[src/rtl/id_ex_reg.sv]
`default_nettype none
// ============================================================================
// Module   : id_ex_reg
// Purpose  : Decode-to-execute pipeline register with stall, flush, valid bit
//            and a saturating bubble counter for performance debug.
// Revision : 1.0 - initial release
// ============================================================================
module id_ex_reg #(
    parameter int XLEN  = 32,
    parameter int CNT_W = 16
) (
    input  logic             clk,
    input  logic             reset,
    input  logic             StallE,
    input  logic             FlushE,
    input  logic             ClrCnt,
    input  logic             ValidD,
    input  logic             RegWriteD,
    input  logic [1:0]       ResultSrcD,
    input  logic             MemWriteD,
    input  logic             JumpD,
    input  logic             BranchD,
    input  logic [2:0]       ALUControlD,
    input  logic             ALUSrcD,
    input  logic [XLEN-1:0]  RD1D,
    input  logic [XLEN-1:0]  RD2D,
    input  logic [XLEN-1:0]  PCD,
    input  logic [XLEN-1:0]  PCPlus4D,
    input  logic [XLEN-1:0]  ImmExtD,
    input  logic [4:0]       Rs1D,
    input  logic [4:0]       Rs2D,
    input  logic [4:0]       RdD,
    output logic             ValidE,
    output logic             RegWriteE,
    output logic [1:0]       ResultSrcE,
    output logic             MemWriteE,
    output logic             JumpE,
    output logic             BranchE,
    output logic [2:0]       ALUControlE,
    output logic             ALUSrcE,
    output logic [XLEN-1:0]  RD1E,
    output logic [XLEN-1:0]  RD2E,
    output logic [XLEN-1:0]  PCE,
    output logic [XLEN-1:0]  PCPlus4E,
    output logic [XLEN-1:0]  ImmExtE,
    output logic [4:0]       Rs1E,
    output logic [4:0]       Rs2E,
    output logic [4:0]       RdE,
    output logic [CNT_W-1:0] BubbleCnt
);

    localparam logic [CNT_W-1:0] c_cnt_max = '1;
    localparam logic [CNT_W-1:0] c_cnt_one = {{(CNT_W-1){1'b0}}, 1'b1};

    logic             r_valid;
    logic             r_regwrite;
    logic [1:0]       r_resultsrc;
    logic             r_memwrite;
    logic             r_jump;
    logic             r_branch;
    logic [2:0]       r_aluctrl;
    logic             r_alusrc;
    logic [XLEN-1:0]  r_rd1;
    logic [XLEN-1:0]  r_rd2;
    logic [XLEN-1:0]  r_pc;
    logic [XLEN-1:0]  r_pcplus4;
    logic [XLEN-1:0]  r_immext;
    logic [4:0]       r_rs1;
    logic [4:0]       r_rs2;
    logic [4:0]       r_rd;
    logic [CNT_W-1:0] r_bubble_cnt;
    logic             w_bubble;

    // Stalled edges deliver nothing new to execute, so they are not bubbles.
    assign w_bubble = FlushE | (~StallE & ~ValidD);

    always_ff @(posedge clk) begin
        if (!reset || FlushE) begin
            // Zeroed indices make hazard logic see x0, so no false forwarding.
            r_valid     <= 1'b0;
            r_regwrite  <= 1'b0;
            r_resultsrc <= 2'b00;
            r_memwrite  <= 1'b0;
            r_jump      <= 1'b0;
            r_branch    <= 1'b0;
            r_aluctrl   <= 3'b000;
            r_alusrc    <= 1'b0;
            r_rd1       <= '0;
            r_rd2       <= '0;
            r_pc        <= '0;
            r_pcplus4   <= '0;
            r_immext    <= '0;
            r_rs1       <= 5'd0;
            r_rs2       <= 5'd0;
            r_rd        <= 5'd0;
        end else if (!StallE) begin
            r_valid     <= ValidD;
            r_regwrite  <= RegWriteD;
            r_resultsrc <= ResultSrcD;
            r_memwrite  <= MemWriteD;
            r_jump      <= JumpD;
            r_branch    <= BranchD;
            r_aluctrl   <= ALUControlD;
            r_alusrc    <= ALUSrcD;
            r_rd1       <= RD1D;
            r_rd2       <= RD2D;
            r_pc        <= PCD;
            r_pcplus4   <= PCPlus4D;
            r_immext    <= ImmExtD;
            r_rs1       <= Rs1D;
            r_rs2       <= Rs2D;
            r_rd        <= RdD;
        end
    end

    always_ff @(posedge clk) begin
        if (!reset || ClrCnt) begin
            r_bubble_cnt <= '0;
        end else if (w_bubble && (r_bubble_cnt != c_cnt_max)) begin
            r_bubble_cnt <= r_bubble_cnt + c_cnt_one;
        end
    end

    assign ValidE      = r_valid;
    assign RegWriteE   = r_regwrite;
    assign ResultSrcE  = r_resultsrc;
    assign MemWriteE   = r_memwrite;
    assign JumpE       = r_jump;
    assign BranchE     = r_branch;
    assign ALUControlE = r_aluctrl;
    assign ALUSrcE     = r_alusrc;
    assign RD1E        = r_rd1;
    assign RD2E        = r_rd2;
    assign PCE         = r_pc;
    assign PCPlus4E    = r_pcplus4;
    assign ImmExtE     = r_immext;
    assign Rs1E        = r_rs1;
    assign Rs2E        = r_rs2;
    assign RdE         = r_rd;
    assign BubbleCnt   = r_bubble_cnt;

endmodule
`default_nettype wire
[config.mk]
export PLATFORM = sky130hd
export DESIGN_NAME = id_ex_reg
export DESIGN_NICKNAME = d
export VERILOG_FILES = /design/src/rtl/id_ex_reg.sv
export SDC_FILE = /design/constraint.sdc
export NUM_CORES = 1
export LEC_CHECK = 0
export ABC_AREA = 1
export BUFFER_PORTS_ARGS = -buffer_cell sky130_fd_sc_hd__buf_2
export CORE_AREA = 4 4 149 151
export DETAILED_ROUTE_END_ITERATION = 10
export DIE_AREA = 0 0 153 155
export PLACE_DENSITY = 0.65
export SYNTH_ARGS = -nofsm -noshare
export SYNTH_HDL_FRONTEND = slang
export SYNTH_SLANG_ARGS = --single-unit
[constraint.sdc]
create_clock -name clk -period 3.45 [get_ports clk]
set_clock_uncertainty 0.15 [all_clocks]
set_input_delay 0.1725 -clock clk [delete_from_list [all_inputs] [get_ports clk]]
set_output_delay 0.1725 -clock clk [all_outputs]
set_load 0.01 [all_outputs]
; ---- Word-level counts from Yosys, hierarchy flattened
; Cells that the tools add are included.
[op_classes]
add_sub_neg = 1
multipliers = 0
n_div = 0
n_lt_le_gt_ge = 0
n_eq_ne = 1
n_shift = 0
muxes = 0
bitwise = 4
reduce_logical = 4
[ops]
columns = operator, n
row1 = adder 16 x 1 -> 16 bit (second input constant), 1
row2 = inequality test 16 bit (second input constant), 1
row3 = logical OR 1 bit, 2
row4 = NOT 1 bit, 2
row5 = AND 1 bit, 1
row6 = logical AND 1 bit, 1
row7 = zero test 1 bit, 1
row8 = OR 1 bit, 1
[word_totals]
register_bits = 202
latchBits = 0
ram_bits = 0
romBits = 0
inputBits = 191
out_inout_bits = 202
elab_cells = 27
mem_count = 0

; ---- Longest topological paths before layout
; Gate-level depths: netlist of the first run.
[depth]
ltp_word = 4
mapped_depth = 10

; ---- Worst setup path before layout of the first run
; OpenSTA, ideal clock, no wires.
[synth_path]
path_type = flip-flop to flip-flop
startpoint = register r_bubble_cnt[0] (netlist: BubbleCnt[0])
endpoint = register r_bubble_cnt[2] (netlist: BubbleCnt[2])
arrival_ns = 1.371
slack_ns = 1.814
stages_incl_launch_ff = 10
n_path_buf = 1
synth_period_minus_slack_ns = 1.636
path_cell_list = dfxtp_1 -> ha_1 -> inv_1 -> nor2_4 -> nand2_4 -> nor2_4 -> nand2_4 -> buf_6 -> a21oi_1 -> nor2_1
[synth_via]
elab_chain_len = 2
elab_cells_between_ends = 3
cone_classes = 1 x add/sub / 1 x eq/ne / 1 x reduce/logical
[synth_rtl]
columns = element, line_no
row1 = "start, declared", 71  ; logic [CNT_W-1:0] r_bubble_cnt;
row2 = "start signal, assigned", 120  ; r_bubble_cnt <= r_bubble_cnt + c_cnt_one;
row3 = branches (longest 2 deep; another with adder 16 x 1 -> 16 bit), -
; Several ways; the timed one is not identified.
; A chain may end at the register's enable or synchronous reset.

==> impl_metrics.tcl, run 1 <==
set metrics [dict create \
    status "finished clean" \
    n_antenna_cell 0 \
    yosysSeqAreaShare_pct 55.0 \
    num_vias 8582 \
    syn-num-nets 1164 \
    slew_viol_final 0 \
    endpoint_kind "flop" \
    fmax_mhz 528 \
    avgViaCountPerCell 4.74 \
    die_x_um 153 \
    dieArea_um2 23700 \
    drtIter0Drc 446 \
    drive_gt1_share_pct 29.6 \
    crit_path_max_fanout 104 \
    overflow 0 \
    worstHoldStart "StallE" \
    die_y_um 155 \
    finalSetupTns_ns 0 \
    numCtsBuffers 23 \
    grt_pass1_vias 8505 \
    cts_setup_buffers 0 \
    num_rows 53 \
    drc 0 \
    ios 393 \
    relSlewSlack_pct 20.4 \
    yosys_warnings 0 \
    drtPass1Iterations 5 \
    tightestPinTransition_ns 1.19 \
    htreeDepth 1 \
    antenna_found_initial 0 \
    layout_common_cells "nand2_1, buf_2, dfxtp_1" \
    leakage_nw 5.74 \
    netlist_area_um2 7360 \
    post-place-ws_ns 1.28 \
    hpwlAfterDp_mm 16.7 \
    ant_nets 0 \
    clk_pin_slew_ns 0.06 \
    initial_utilization_pct 35.3 \
    final_cell_area_um2 12200 \
    crit_required_ns 3.68 \
    vdd_drop_max_v 0.000359 \
    core_um2 20800 \
    startpoint "StallE" \
    rsz0062_at_grt "false" \
    hold_viol_final 0 \
    power.density_nw_per_um2 465 \
    synth.distinct_cells 25 \
    arrival_ns 2.13 \
    avgRoutedWirePerCell_um 15.4 \
    area_growth_pct 65.3 \
    grt_max_degree 109 \
    critical_path_class "input pin to flop" \
    place_congestion 0.871 \
    final_common_cell "nand2_1" \
    max_cap_viol_count 0 \
    wl_mm 27.8 \
    ys_ff_latch 202 \
    critPathLaunchType "input pin" \
    postSynthAreaPerCell_um2 7.57 \
    nNetsFinal 1712 \
    clock_latency_ns 0.50 \
    fin_ws_ns 1.55 \
    clk_path_buf_depth 3 \
    r2r_start "BubbleCnt[0]" \
    hold_class "input pin to flop" \
    netlist_instances 972 \
    fin_crit_sh_pct 54.9 \
    grt_pass1_wl_mm 43.8 \
    place_area_um2 9470 \
    ctsResizeCount 0 \
    cts_root_buf "clkbuf_16" \
    track_usage_pct 22.2 \
    cts.sinks 202 \
    cts_tree "done" \
    setup_viol 0 \
    io_buffers 392 \
    timing.final.crit_period_ns 1.90 \
]
==> synthesized netlist by cell type (all sizes together) <==
cell type	instances	area, um^2
o21ai	2	21.3
a21oi	195	987
clkbuf	34	138
ha	1	12.5
nand3	16	90.1
buf	29	146
inv	17	63.8
nand4	3	18.8
dfxtp	202	4040
nor3	2	10.0
clkinv	1	3.75
nand3b	1	7.51
nand2	418	1600
nor2	51	219
==> cells by family (layout without fill, tap and decap cells) <==
family | after synthesis | after routing | share of synthesized area (%)
compound gates | 197 | 197 | 13.7
fa+ha+maj | 1 | 1 | 0.170
buf+inv | 81 | 644 | 4.78
flops | 202 | 202 | 55.0
simple gates | 491 | 491 | 26.4
==> final cells by class <==
class,instances,area [um^2]
Tap cell,275,344
Sequential cell,202,4040
Multi-Input combinational cell,689,2970
Clock inverter,7,116
Inverter,18,72.6
Timing Repair Buffer,586,3920
Clock buffer,33,693
Fill cell,1763,8660
==> power by group <==
part,internal [mW],switching [mW],leakage [nW]
Sequential,2.40,0.0369,1.64
Combinational,0.326,0.316,3.69
Clock,1.62,0.956,0.403
==> path summary, 6_finish.rpt <==
| kind | endpoint | slack [ns] | cells after the start |
|---|---|---|---|
| setup / recovery | ValidE | 1.55 | 5 |
| hold / removal | ResultSrcE[0] | 0.05 | 3 |
| setup reg to reg | BubbleCnt[8] | 1.73 | 10 |
| hold reg to reg | PCE[29] | 0.31 | 2 |
==> registers in the layout, indices dropped and copies added (netlist names), 2 cells and up <==
| register | cells |
|---|---|
| BubbleCnt | 16 |
| PCE | 32 |
| RD1E | 32 |
| PCPlus4E | 32 |
| Rs1E | 5 |
| ResultSrcE | 2 |
| Rs2E | 5 |
| ImmExtE | 32 |
| ALUControlE | 3 |
| RdE | 5 |
| RD2E | 32 |
==> critical path: stages <==
cell and delay [ns]:
buf_6 0.56, inv_6 0.38, o21ai_0 0.29, nor2_1 0.06, dlygate4sd3_1 0.56
==> timing repair <==
item | in CTS | in global routing
hold buffers | 188 | 0
hold endpoints to repair | 189 | 0
setup endpoints to repair | 0 | 0
==> routing by layer <==
| metal | track usage (%) | vias up | wire [um] |
|---|---|---|---|
| met2 | 39.5 | 399 | 13900 |
| li1 | - | 4191 | - |
| met3 | 6.43 | 89 | 2480 |
| met1 | 24.6 | 3903 | 10300 |
| met5 | 0 | - | 0 |
| met4 | 9.59 | 0 | 1160 |
==> per-stage QoR <==
step / hold WS (ns) / instances / utilization (%) / power (mW)
6_report: 0.0529 / 1810 / 58.4 / 5.65
5_1_grt: 0.0748 / 1810 / 58.4 / 5.87
4_1_cts: 0.0320 / 1810 / 58.4 / 5.71
3_5_place_dp: 0.276 / 1582 / 45.5 / 2.95
3_3_place_gp: 0.272 / 1582 / 45.5 / 2.94
2_1_floorplan: 0.158 / 972 / - / 2.71
Power figures use the tool's default switching activity.
==> run 2, diff against run 1 <==
--- a/config.mk
+++ b/config.mk
@@ -10,7 +10,7 @@
 export CORE_AREA = 4 4 149 151
 export DETAILED_ROUTE_END_ITERATION = 10
 export DIE_AREA = 0 0 153 155
-export PLACE_DENSITY = 0.65
+export PLACE_DENSITY = 0.68
 export SYNTH_ARGS = -nofsm -noshare
 export SYNTH_HDL_FRONTEND = slang
 export SYNTH_SLANG_ARGS = --single-unit
==> constraint.sdc (replaced) <==
create_clock -name clk -period 1.7 [get_ports clk]
set_clock_uncertainty 0.15 [all_clocks]
set_input_delay 0.085 -clock clk [delete_from_list [all_inputs] [get_ports clk]]
set_output_delay 0.085 -clock clk [all_outputs]
set_load 0.01 [all_outputs]
==> run 2 against run 1 <==
Effect of this change: count of clock-buffer cells in the layout stayed put; via count up 5.3%; sequential power is 100% higher; cell count grew 4.1%; worst setup slack got worse by 1.5 ns; core utilization grew 3.9 points; worst hold slack improved by 0.045 ns; flip-flop and latch count did not move; total power increased by 94%; critical path type unchanged; first-iteration DRC count increased by 20%; critical path depth up 1.
==> impl_metrics.tcl, run 2 (synthesized netlist as in run 1, its figures left out) <==
set metrics [dict create \
    critical_path_class "input pin to flop" \
    layout_common_cells "nand2_1, buf_2, dlygate4sd3_1" \
    core_um2 20800 \
    clk_path_buf_depth 3 \
    antenna_found_initial 0 \
    crit_path_max_fanout 31 \
    status "finished clean" \
    min_to "RD1E[13]" \
    crit_top_cell "dlygate4sd3_1" \
    num_vias 9034 \
    rrSetupSlack_ns 0.10 \
    place_congestion 0.850 \
    grt_max_degree 64 \
    finalSetupTns_ns 0 \
    nNetsFinal 1790 \
    drtIter0Drc 537 \
    power.density_nw_per_um2 845 \
    hpwlAfterDp_mm 17.1 \
    max_cap_viol_count 0 \
    hold_viol_final 0 \
    initial_utilization_pct 35.3 \
    die_y_um 155 \
    slowest_stage "dlygate4sd3_1" \
    drtPass1Iterations 5 \
    fin_util_pct 62.3 \
    io_buffers 392 \
    grt_pass1_vias 9124 \
    htreeDepth 1 \
    numCtsBuffers 22 \
    finalPower_mw 11.0 \
    dr_wl_met2_mm 15.2 \
    hold_class "input pin to flop" \
    fmax_mhz 618 \
    rr_endpoint "BubbleCnt[8]" \
    leakage_nw 6.21 \
    cts_tree "done" \
    r2r_cells 10 \
    wl_met3_mm 2.68 \
    die_x_um 153 \
    endpoint_kind "flop" \
    tightestPinTransition_ns 0.391 \
    final_common_cell "nand2_1" \
    rsz0062_at_grt "false" \
    clk_pin_slew_ns 0.06 \
    dieArea_um2 23700 \
    cts.sinks 202 \
    arrival_ns 1.90 \
    top_layer "met4" \
    critPathMaxStageDelay_ns 0.59 \
    drive_gt1_share_pct 28.9 \
    drc 0 \
    setup_viol 0 \
    ios 393 \
    avgRoutedWirePerCell_um 16.1 \
    fillers 1611 \
    r2r_start "BubbleCnt[0]" \
    wl_met1_mm 11.3 \
    relSlewSlack_pct 74.0 \
    num_rows 53 \
    clock_latency_ns 0.50 \
    grt_pass1_wl_mm 46.4 \
    worstHoldPathCells 4 \
    vdd_drop_max_v 0.000603 \
    critPathLaunchType "input pin" \
    fin_crit_sh_pct 95.2 \
    slew_viol_final 0 \
    ant_nets 0 \
    wl_mm 30.4 \
    overflow 0 \
    timing.final.crit_period_ns 1.62 \
    n_antenna_cell 0 \
    track_usage_pct 23.3 \
    area_growth_pct 76.3 \
    crit_chain "dlygate4sd3_1 > buf_2 > nand2_8 > buf_16 > a21oi_1 > dlygate4sd3_1" \
    worstHoldStart "StallE" \
    crit_required_ns 1.99 \
    avgViaCountPerCell 4.79 \
    cts_root_buf "clkbuf_16" \
]
==> run 2: changes by cell type in the layout (fill, tap and decap cells not counted), sizes merged <==
cell and delta:
bufinv -3, dlymetal6s4s +1, clkbuf +3, clkinv -1, buf +15, clkinvlp +1, inv -1, dlygate4sd3 +60
==> run 2: worst max path at each step <==
stage / slack [ns] / end / from
3_3_place_gp: 0.14 / BubbleCnt[8] / BubbleCnt[0]
4_1_cts: 0.009 / ImmExtE[10] / reset
3_5_place_dp: 0.11 / BubbleCnt[8] / BubbleCnt[0]
2_1_floorplan: 0.06 / BubbleCnt[2] / BubbleCnt[0]
5_1_grt: 0.01 / BubbleCnt[8] / BubbleCnt[0]
6_report: 0.08 / Rs2E[1] / reset
==> run 2: timing repair <==
action	4_1_cts	5_1_grt
setup endpoints to repair	0	53
hold buffers	249	0
endpoints found under the hold margin	202	0
gates resized for setup	0	7
setup buffers	0	5
==> run 2: stage by stage <==
stage          instances  hold WS, ns  area [um^2]  worst slack (ns)
2_1_floorplan        972       0.0707         7360            0.0636
3_3_place_gp        1592        0.183         9640             0.144
3_5_place_dp        1592        0.188         9640             0.111
4_1_cts             1877       0.0761        12800           0.00888
5_1_grt             1885       0.0993        13000            0.0137
6_report            1885       0.0983        13000            0.0820
==> run 2: metal layers <==
| layer | vias up | track usage, % |
|---|---|---|
| met5 | - | 0 |
| met2 | 482 | 42.2 |
| met3 | 92 | 6.01 |
| met4 | 0 | 10.4 |
| li1 | 4351 | - |
| met1 | 4109 | 25.8 |
==> run 2: where the power goes <==
part,leakage [nW],internal [mW],switching (mW)
Clock,0.333,2.67,1.85
Sequential,1.64,4.88,0.0750
Combinational,4.23,0.787,0.701
==> run 2: cell type report <==
type | count | area (um^2) | area share, %
timing repair buffer | 665 | 4840 | 37.3
sequential | 202 | 4040 | 31.2
multi-input combinational | 689 | 2990 | 23.1
clock buffer | 33 | 663 | 5.11
tap | 275 | 344 | 2.65
inverter | 18 | 70.1 | 0.540
clock inverter | 3 | 17.5 | 0.135
==> run 2: critical path, delay by kind of cell <==
| kind | cells | cell delay, ns |
|---|---|---|
| AO/OA/AOI/OAI | 1 | 0.17 |
| buffers and inverters | 4 | 1.50 |
| AND/OR/NAND/NOR | 1 | 0.13 |
